===== src/rtl/k423_wb_pkg.sv =====
// Shared types for the k423 writeback stage: load sizes, FSM states and the
// captured-instruction context.
package k423_wb_pkg;

  localparam int WB_XLEN   = 32;
  localparam int WB_ADDR_W = 32;
  localparam int WB_RIDX_W = 5;

  typedef enum logic [1:0] {LS_B = 2'b00, LS_H = 2'b01, LS_W = 2'b10} ls_size_e;

  typedef enum logic [1:0] {IDLE, RET, LDW, LDR} wb_state_e;

  typedef struct packed {
    logic [WB_ADDR_W-1:0] pc;
    logic                 rd_vld;
    logic [WB_RIDX_W-1:0] idx;
    logic [WB_XLEN-1:0]   rd;
    logic                 load;
    logic                 is_unsigned;
    ls_size_e             size;
    logic [1:0]           lsb;
  } wb_ctx_t;

  // x0 is hardwired zero, so a write to it is suppressed.
  function automatic logic wb_writes(input logic rd_vld, input logic [WB_RIDX_W-1:0] idx);
    return rd_vld & (idx != '0);
  endfunction

endpackage


===== src/rtl/k423_wb_if.sv =====
// Execute->writeback handshake, data-memory response and register-file write
// port. Forwarding signals exist only when K423_WB_FWD_EN is defined.
interface k423_wb_if
  import k423_wb_pkg::*;
#(
  parameter int XLEN   = WB_XLEN,
  parameter int ADDR_W = WB_ADDR_W,
  parameter int RIDX_W = WB_RIDX_W
);
  logic              ex_stage_vld_i;
  logic              wb_stage_rdy_o;
  logic [ADDR_W-1:0] ex_pc_i;
  logic              ex_rd_vld_i;
  logic [RIDX_W-1:0] ex_rd_idx_i;
  logic [XLEN-1:0]   ex_rd_i;
  logic              ex_rd_load_i;
  logic              ex_rd_load_unsigned_i;
  ls_size_e          ex_rd_load_size_i;
  logic [1:0]        ex_mem_addr_lsb_i;
  logic              mem_rsp_vld_i;
  logic [XLEN-1:0]   mem_rsp_rdata_i;
  logic              wb_rf_wen_o;
  logic [RIDX_W-1:0] wb_rf_idx_o;
  logic [XLEN-1:0]   wb_rf_wdata_o;
  logic [ADDR_W-1:0] wb_pc_o;
  logic              wb_retire_o;
`ifdef K423_WB_FWD_EN
  logic              wb_fwd_vld_o;
  logic [RIDX_W-1:0] wb_fwd_idx_o;
  logic [XLEN-1:0]   wb_fwd_data_o;
  logic              wb_fwd_pend_o;
`endif

  modport slave (
    input  ex_stage_vld_i, ex_pc_i, ex_rd_vld_i, ex_rd_idx_i, ex_rd_i, ex_rd_load_i,
           ex_rd_load_unsigned_i, ex_rd_load_size_i, ex_mem_addr_lsb_i,
           mem_rsp_vld_i, mem_rsp_rdata_i,
`ifdef K423_WB_FWD_EN
    output wb_fwd_vld_o, wb_fwd_idx_o, wb_fwd_data_o, wb_fwd_pend_o,
`endif
    output wb_stage_rdy_o, wb_rf_wen_o, wb_rf_idx_o, wb_rf_wdata_o, wb_pc_o, wb_retire_o
  );

  modport master (
    output ex_stage_vld_i, ex_pc_i, ex_rd_vld_i, ex_rd_idx_i, ex_rd_i, ex_rd_load_i,
           ex_rd_load_unsigned_i, ex_rd_load_size_i, ex_mem_addr_lsb_i,
           mem_rsp_vld_i, mem_rsp_rdata_i,
`ifdef K423_WB_FWD_EN
    input  wb_fwd_vld_o, wb_fwd_idx_o, wb_fwd_data_o, wb_fwd_pend_o,
`endif
    input  wb_stage_rdy_o, wb_rf_wen_o, wb_rf_idx_o, wb_rf_wdata_o, wb_pc_o, wb_retire_o
  );
endinterface


===== src/rtl/k423_wb_ldext.sv =====
// Combinational load-lane select and sign/zero extension; kept standalone so an
// MMIO read path can share it.
module k423_wb_ldext
  import k423_wb_pkg::*;
#(
  parameter int XLEN = WB_XLEN
) (
  input  logic [XLEN-1:0] rdata_i,
  input  logic [1:0]      lsb_i,
  input  ls_size_e        size_i,
  input  logic            unsigned_i,
  output logic [XLEN-1:0] data_o
);
  logic [XLEN-1:0] lane;

  // A half at lsb=3 shifts zeros into bits [15:8]; misalignment is not trapped here.
  always_comb begin
    lane = rdata_i >> {lsb_i, 3'b000};
    case (size_i)
      LS_B:    data_o = {{(XLEN-8){~unsigned_i & lane[7]}}, lane[7:0]};
      LS_H:    data_o = {{(XLEN-16){~unsigned_i & lane[15]}}, lane[15:0]};
      default: data_o = lane;
    endcase
  end
endmodule


===== src/rtl/k423_wb_stage.sv =====
// k423 writeback stage: registers the execute result, waits for load data,
// extends it and drives the register-file write port. Bypass outputs under K423_WB_FWD_EN.
module k423_wb_stage
  import k423_wb_pkg::*;
#(
  parameter int XLEN   = WB_XLEN,
  parameter int ADDR_W = WB_ADDR_W,
  parameter int RIDX_W = WB_RIDX_W
) (
  input logic      clk_i,
  input logic      rst_i,
  k423_wb_if.slave wb
);
  wb_state_e         state_q;
  wb_ctx_t           ctx_q, ctx_d;
  logic [XLEN-1:0]   data_q;
  logic [XLEN-1:0]   ld_data;
  logic [RIDX_W-1:0] idx_w;
  logic [ADDR_W-1:0] pc_w;
  logic              rdy, acc, retiring;

  assign rdy      = (state_q != LDW);
  assign acc      = wb.ex_stage_vld_i & rdy;
  assign retiring = (state_q == RET) | (state_q == LDR);

  always_comb begin
    ctx_d             = '0;
    ctx_d.pc          = wb.ex_pc_i;
    ctx_d.rd_vld      = wb.ex_rd_vld_i;
    ctx_d.idx         = wb.ex_rd_idx_i;
    ctx_d.rd          = wb.ex_rd_i;
    ctx_d.load        = wb.ex_rd_load_i;
    ctx_d.is_unsigned = wb.ex_rd_load_unsigned_i;
    ctx_d.size        = wb.ex_rd_load_size_i;
    ctx_d.lsb         = wb.ex_mem_addr_lsb_i;
  end

  k423_wb_ldext #(.XLEN(XLEN)) u_ldext (
    .rdata_i    (wb.mem_rsp_rdata_i),
    .lsb_i      (ctx_q.lsb),
    .size_i     (ctx_q.size),
    .unsigned_i (ctx_q.is_unsigned),
    .data_o     (ld_data)
  );

  // Responses outside LDW are stale and fall through the default branch untouched.
  always_ff @(posedge clk_i or posedge rst_i) begin
    if (rst_i) begin
      state_q <= IDLE;
      ctx_q   <= '0;
      data_q  <= '0;
    end else begin
      case (state_q)
        LDW: if (ctx_q.load & wb.mem_rsp_vld_i) begin
          data_q  <= ld_data;
          state_q <= LDR;
        end
        default: if (acc) begin
          ctx_q   <= ctx_d;
          state_q <= wb.ex_rd_load_i ? LDW : RET;
        end else begin
          state_q <= IDLE;
        end
      endcase
    end
  end

  assign idx_w = ctx_q.idx;
  assign pc_w  = ctx_q.pc;

  assign wb.wb_stage_rdy_o = rdy;
  assign wb.wb_retire_o    = retiring;
  assign wb.wb_rf_wen_o    = retiring & wb_writes(ctx_q.rd_vld, ctx_q.idx);
  assign wb.wb_rf_idx_o    = idx_w;
  assign wb.wb_rf_wdata_o  = (state_q == LDR) ? data_q : ctx_q.rd;
  assign wb.wb_pc_o        = pc_w;

`ifdef K423_WB_FWD_EN
  assign wb.wb_fwd_vld_o  = retiring & wb_writes(ctx_q.rd_vld, ctx_q.idx);
  assign wb.wb_fwd_idx_o  = idx_w;
  assign wb.wb_fwd_data_o = (state_q == LDR) ? data_q : ctx_q.rd;
  assign wb.wb_fwd_pend_o = (state_q == LDW) & wb_writes(ctx_q.rd_vld, ctx_q.idx);
`endif
endmodule

===== src/flat_wrapper.sv =====
// flat-port wrapper written by rule: the top's interface ports become plain ports
module k423_wb_stage_flat import k423_wb_pkg::*;
#(
  parameter int XLEN   = WB_XLEN,
  parameter int ADDR_W = WB_ADDR_W,
  parameter int RIDX_W = WB_RIDX_W
)
  (clk_i, rst_i, wb_ex_stage_vld_i, wb_ex_pc_i, wb_ex_rd_vld_i, wb_ex_rd_idx_i, wb_ex_rd_i, wb_ex_rd_load_i, wb_ex_rd_load_unsigned_i, wb_ex_rd_load_size_i, wb_ex_mem_addr_lsb_i, wb_mem_rsp_vld_i, wb_mem_rsp_rdata_i, wb_wb_stage_rdy_o, wb_wb_rf_wen_o, wb_wb_rf_idx_o, wb_wb_rf_wdata_o, wb_wb_pc_o, wb_wb_retire_o);
  k423_wb_if #(.XLEN(XLEN), .ADDR_W(ADDR_W), .RIDX_W(RIDX_W)) wb_i ();
  input logic clk_i;
  input logic rst_i;
  input wire logic [$bits(wb_i.ex_stage_vld_i)-1:0] wb_ex_stage_vld_i;
  input wire logic [$bits(wb_i.ex_pc_i)-1:0] wb_ex_pc_i;
  input wire logic [$bits(wb_i.ex_rd_vld_i)-1:0] wb_ex_rd_vld_i;
  input wire logic [$bits(wb_i.ex_rd_idx_i)-1:0] wb_ex_rd_idx_i;
  input wire logic [$bits(wb_i.ex_rd_i)-1:0] wb_ex_rd_i;
  input wire logic [$bits(wb_i.ex_rd_load_i)-1:0] wb_ex_rd_load_i;
  input wire logic [$bits(wb_i.ex_rd_load_unsigned_i)-1:0] wb_ex_rd_load_unsigned_i;
  input wire logic [$bits(wb_i.ex_rd_load_size_i)-1:0] wb_ex_rd_load_size_i;
  input wire logic [$bits(wb_i.ex_mem_addr_lsb_i)-1:0] wb_ex_mem_addr_lsb_i;
  input wire logic [$bits(wb_i.mem_rsp_vld_i)-1:0] wb_mem_rsp_vld_i;
  input wire logic [$bits(wb_i.mem_rsp_rdata_i)-1:0] wb_mem_rsp_rdata_i;
  output wire logic [$bits(wb_i.wb_stage_rdy_o)-1:0] wb_wb_stage_rdy_o;
  output wire logic [$bits(wb_i.wb_rf_wen_o)-1:0] wb_wb_rf_wen_o;
  output wire logic [$bits(wb_i.wb_rf_idx_o)-1:0] wb_wb_rf_idx_o;
  output wire logic [$bits(wb_i.wb_rf_wdata_o)-1:0] wb_wb_rf_wdata_o;
  output wire logic [$bits(wb_i.wb_pc_o)-1:0] wb_wb_pc_o;
  output wire logic [$bits(wb_i.wb_retire_o)-1:0] wb_wb_retire_o;
  assign wb_i.ex_stage_vld_i = wb_ex_stage_vld_i;
  assign wb_i.ex_pc_i = wb_ex_pc_i;
  assign wb_i.ex_rd_vld_i = wb_ex_rd_vld_i;
  assign wb_i.ex_rd_idx_i = wb_ex_rd_idx_i;
  assign wb_i.ex_rd_i = wb_ex_rd_i;
  assign wb_i.ex_rd_load_i = wb_ex_rd_load_i;
  assign wb_i.ex_rd_load_unsigned_i = wb_ex_rd_load_unsigned_i;
  assign wb_i.ex_rd_load_size_i = wb_ex_rd_load_size_i;
  assign wb_i.ex_mem_addr_lsb_i = wb_ex_mem_addr_lsb_i;
  assign wb_i.mem_rsp_vld_i = wb_mem_rsp_vld_i;
  assign wb_i.mem_rsp_rdata_i = wb_mem_rsp_rdata_i;
  assign wb_wb_stage_rdy_o = wb_i.wb_stage_rdy_o;
  assign wb_wb_rf_wen_o = wb_i.wb_rf_wen_o;
  assign wb_wb_rf_idx_o = wb_i.wb_rf_idx_o;
  assign wb_wb_rf_wdata_o = wb_i.wb_rf_wdata_o;
  assign wb_wb_pc_o = wb_i.wb_pc_o;
  assign wb_wb_retire_o = wb_i.wb_retire_o;
  k423_wb_stage #(.XLEN(XLEN), .ADDR_W(ADDR_W), .RIDX_W(RIDX_W)) u_core (.clk_i(clk_i), .rst_i(rst_i), .wb(wb_i));
endmodule

===== config.mk =====
export PLATFORM = sky130hd
export DESIGN_NAME = k423_wb_stage_flat
export DESIGN_NICKNAME = d
export VERILOG_FILES = /design/src/rtl/k423_wb_pkg.sv /design/src/rtl/k423_wb_if.sv /design/src/rtl/k423_wb_ldext.sv /design/src/rtl/k423_wb_stage.sv /design/src/flat_wrapper.sv
export SDC_FILE = /design/constraint.sdc
export NUM_CORES = 1
export LEC_CHECK = 0
export CORE_MARGIN = 3
export CORE_UTILIZATION = 46
export CTS_CLUSTER_DIAMETER = 50
export DETAILED_ROUTE_END_ITERATION = 8
export GPL_TIMING_DRIVEN = 0
export MAX_ROUTING_LAYER = met4
export PLACE_DENSITY_LB_ADDON = 0.1
export SLEW_MARGIN = 20
export SYNTH_ARGS = -nofsm -noshare
export SYNTH_HDL_FRONTEND = slang
export SYNTH_SLANG_ARGS = --single-unit

===== constraint.sdc =====
create_clock -name clk_i -period 4.21 [get_ports clk_i]
set_clock_uncertainty 0.1 [all_clocks]
set_input_delay 0.6315 -clock clk_i [delete_from_list [all_inputs] [get_ports clk_i]]
set_output_delay 0.6315 -clock clk_i [all_outputs]
set_load 0.02 [all_outputs]

==> flow_summary.yaml <==
status:
  status: "completed"
clocking:
  clkSinkCount: 110
  path_clk_slew_ps: 70
  tritoncts: "done"
  cts_inserted_buffers: 9
  clk_latency_ps: 350
  post-cts-setup-buffers: 0
  cts_resized: 0
  h-tree-depth: 3
  ctsHoldBuffers: 0
  cts_buffer_depth: 2
  clock-root-buffer: "clkbuf_16"
global_route:
  grt_start_max_net_pins: 57
  grt_overflow: 0
  grt_usage: 0.2249
  antenna_found_initial: 0
  grt_pass1_wl_um: 22000
  grt_pass1_vias: 4286
cells_and_area:
  fin_cells: 757
  nets: 726
  fill_cells: 844
  area_growth_pct: 43.96
  drive_above_1_share: 0.3063
  diodes: 0
routing:
  drc_errors: 0
  num_vias: 3938
  dr.pass1.iters: 4
  totalWireLength_um: 13680
  drt_iter0_drc: 168
  via_per_inst: 5.202
  routedWlPerCell_um: 18.07
  final_antenna_net_count: 0
yosys:
  syn_area_per_cell_um2: 12.76
  synthTopCellsByArea: "dfrtp_1 (51%), mux2_2 (24%), buf_4 (5.8%), mux2i_1 (3.0%), a21oi_1 (2.0%)"
  yosysUniqueCellTypes: 31
  synth_top_area_frac: 0.5147
  synthesis.area_um2: 5348
  ys_seq_area_frac: 0.5147
  netlist_instances: 419
  syn_nets: 531
  synth_warnings: 0
  ys_seq_elements: 110
  synth_area_leader_cell: "dfrtp_1"
placed_design:
  place_hpwl_um: 10180
  place.port_buffers: 183
  dp_cells: 743
  gp_congestion: 0.9058
setup_path:
  critPathRequiredTime_ps: 3480
  crit_family: "buffers and inverters"
  r2r-end: "u_core.wb.wb_pc_o[13]$_DFFE_PP0P_"
  cpPeakStageDelay_ps: 550
  cp_num_buf_inv: 2
  r2r-start: "u_core.state_q[0]$_DFFE_PP0P_"
  cp_slowest_cell: "buf_1"
  ff2ff_setup_slack_ps: 2140
  cp.arrival_ps: 2470
  crit_path_max_fanout: 10
  crit_chain: "nand2_1 -> buf_1 -> mux2_2 -> clkdlybuf4s50_1"
  cp-end-kind: "primary output"
  r2r_cells: 6
  path_class: "flop to primary output"
  worst_setup_path_start_kind: "flop"
sta:
  tns_ps: 0
  relSlewSlack: 0.5522
  finalCritPeriodShare: 0.7609
  fmax_ghz: 0.3122
  worst_pin_slew_ps: 671.7
  hold_viol: 0
  setup_viol: 0
  grt_setup_unrepaired: "no"
  min_period_ps: 3204
  finalMaxSlewViolations: 0
power_and_ir_drop:
  finalPower_mw: 2.107
  leakagePower_nw: 3.629
  irDropWorstVdd_uv: 200.2
  powerDensity_nw_per_um2: 273.7
floorplanning:
  core_um2: 11080
  start_util: 0.4827
  die_area_um2: 12960
  rows: 38
  io_pins: 184
  die_y_um: 113.8
  die_w_um: 113.8
flow_run:
  max-cap-violations: 0
min_path:
  timing.hold.worst_path_depth: 2
  min_delay_worst_endpoint: "u_core.data_q[7]$_DFFE_PP0P_"
  min_path_type: "flop to flop"
  hp-start: "u_core.data_q[7]$_DFFE_PP0P_"
-- tightest hold or removal path, delay by kind of cell (launching register included) --
kind / cells / cell delay, ps
flops: 1 / 350
simple gates: 2 / 100
-- flip-flops by register name (all words and copies together), names as in the netlist --
name and flops:
u_core.state_q 2, u_core.ctx_q 39, u_core.wb.wb_rf_idx_o 5, u_core.data_q 32, u_core.wb.wb_pc_o 32
-- cells in the mapped netlist --
cell type and count:
a311o_2 1, a211oi_1 7, o22a_1 8, buf_6 1, mux4_1 1, nor2b_1 10, nand2_1 15, o21ai_4 1
o21ai_0 9, or3_1 2, o2bb2ai_1 1, nand3_1 1, mux2_2 115, a21oi_1 21, mux4_2 1, nand2b_1 3
a31oi_1 2, dfrtp_1 110, a21oi_2 1, buf_4 41, clkbuf_1 5, o2bb2ai_4 1, buf_2 10, o21a_4 1
mux2i_1 16, and3_1 1, nor2_1 19, inv_1 3, buf_1 4, o311a_1 1, a22o_1 7
-- worst max-delay path by stage --
| stage | slack, ps | cells after the start | to | from |
|---|---|---|---|---|
| 3_5_place_dp | 1370 | 4 | wb_wb_rf_wdata_o[12] | u_core.state_q[0]$_DFFE_PP0P_ |
| 2_1_floorplan | 580 | 1 | u_core.ctx_q[0]$_DFFE_PP0P_ | rst_i |
| 3_3_place_gp | -1050 | 2 | u_core.ctx_q[34]$_DFFE_PP0P_ | rst_i |
| 6_report | 1010 | 4 | wb_wb_rf_wdata_o[15] | u_core.state_q[0]$_DFFE_PP0P_ |
| 5_1_grt | 870 | 4 | wb_wb_rf_wdata_o[17] | u_core.state_q[0]$_DFFE_PP0P_ |
| 4_1_cts | 970 | 4 | wb_wb_rf_wdata_o[15] | u_core.state_q[0]$_DFFE_PP0P_ |
-- logic make-up (layout without fill, tap and decap cells) --
group | count (synthesis) | in the layout | share of synthesized area
flops | 110 | 110 | 0.5147
simple gates | 51 | 51 | 0.04352
buf+inv | 64 | 262 | 0.07745
mux | 133 | 133 | 0.2812
compound gates | 61 | 61 | 0.08306
-- placed cells by master (no fill, tap or decap), types with 8 or more instances in the layout --
cell	count
buf_2	10
clkbuf_16	9
o22a_1	8
mux2i_1	16
a21oi_1	21
clkdlybuf4s50_1	183
nor2b_1	10
o21ai_0	9
mux2_2	115
nand2_1	15
nor2_1	19
dfrtp_1	110
buf_4	41
-- final cells by class --
type | count | area [µm²] | share of cell area
sequential | 110 | 2753 | 0.3575
multi-input combinational | 245 | 2181 | 0.2833
timing repair buffer | 184 | 1859 | 0.2415
buffer | 61 | 402.9 | 0.05233
clock buffer | 10 | 239.0 | 0.03104
tap | 140 | 175.2 | 0.02275
clock inverter | 4 | 72.57 | 0.009426
inverter | 3 | 16.27 | 0.002113
-- stage by stage --
step                      hold slack [ps]  setup slack, ps  instance area (µm²)    util
final                               381.9             1006                 7699  0.6949
after global routing                413.2            873.0                 7699  0.6949
after CTS                           382.6            966.5                 7699  0.6949
after detailed placement            365.0             1373                 7387  0.6668
after global placement              363.8            -1053                 7355  0.6639
after floorplan                     341.8            576.2                 5348       -
-- layer usage --
layer / track usage / share of wire
met1: 0.2840 / 0.43
met2: 0.3455 / 0.46
met3: 0.05570 / 0.079
met4: 0.09818 / 0.028
met5: - / 0
-- where the power goes --
group / internal [mW] / total, mW / switching (mW) / leakage [nW]
Sequential: 1.06 / 1.06 / 0 / 1.53
Clock: 0.530 / 0.896 / 0.366 / 0.150
Combinational: 0.102 / 0.155 / 0.0531 / 1.95
Total: 1.69 / 2.11 / 0.419 / 3.63
Note: power is estimated with default switching activity, not from simulation.
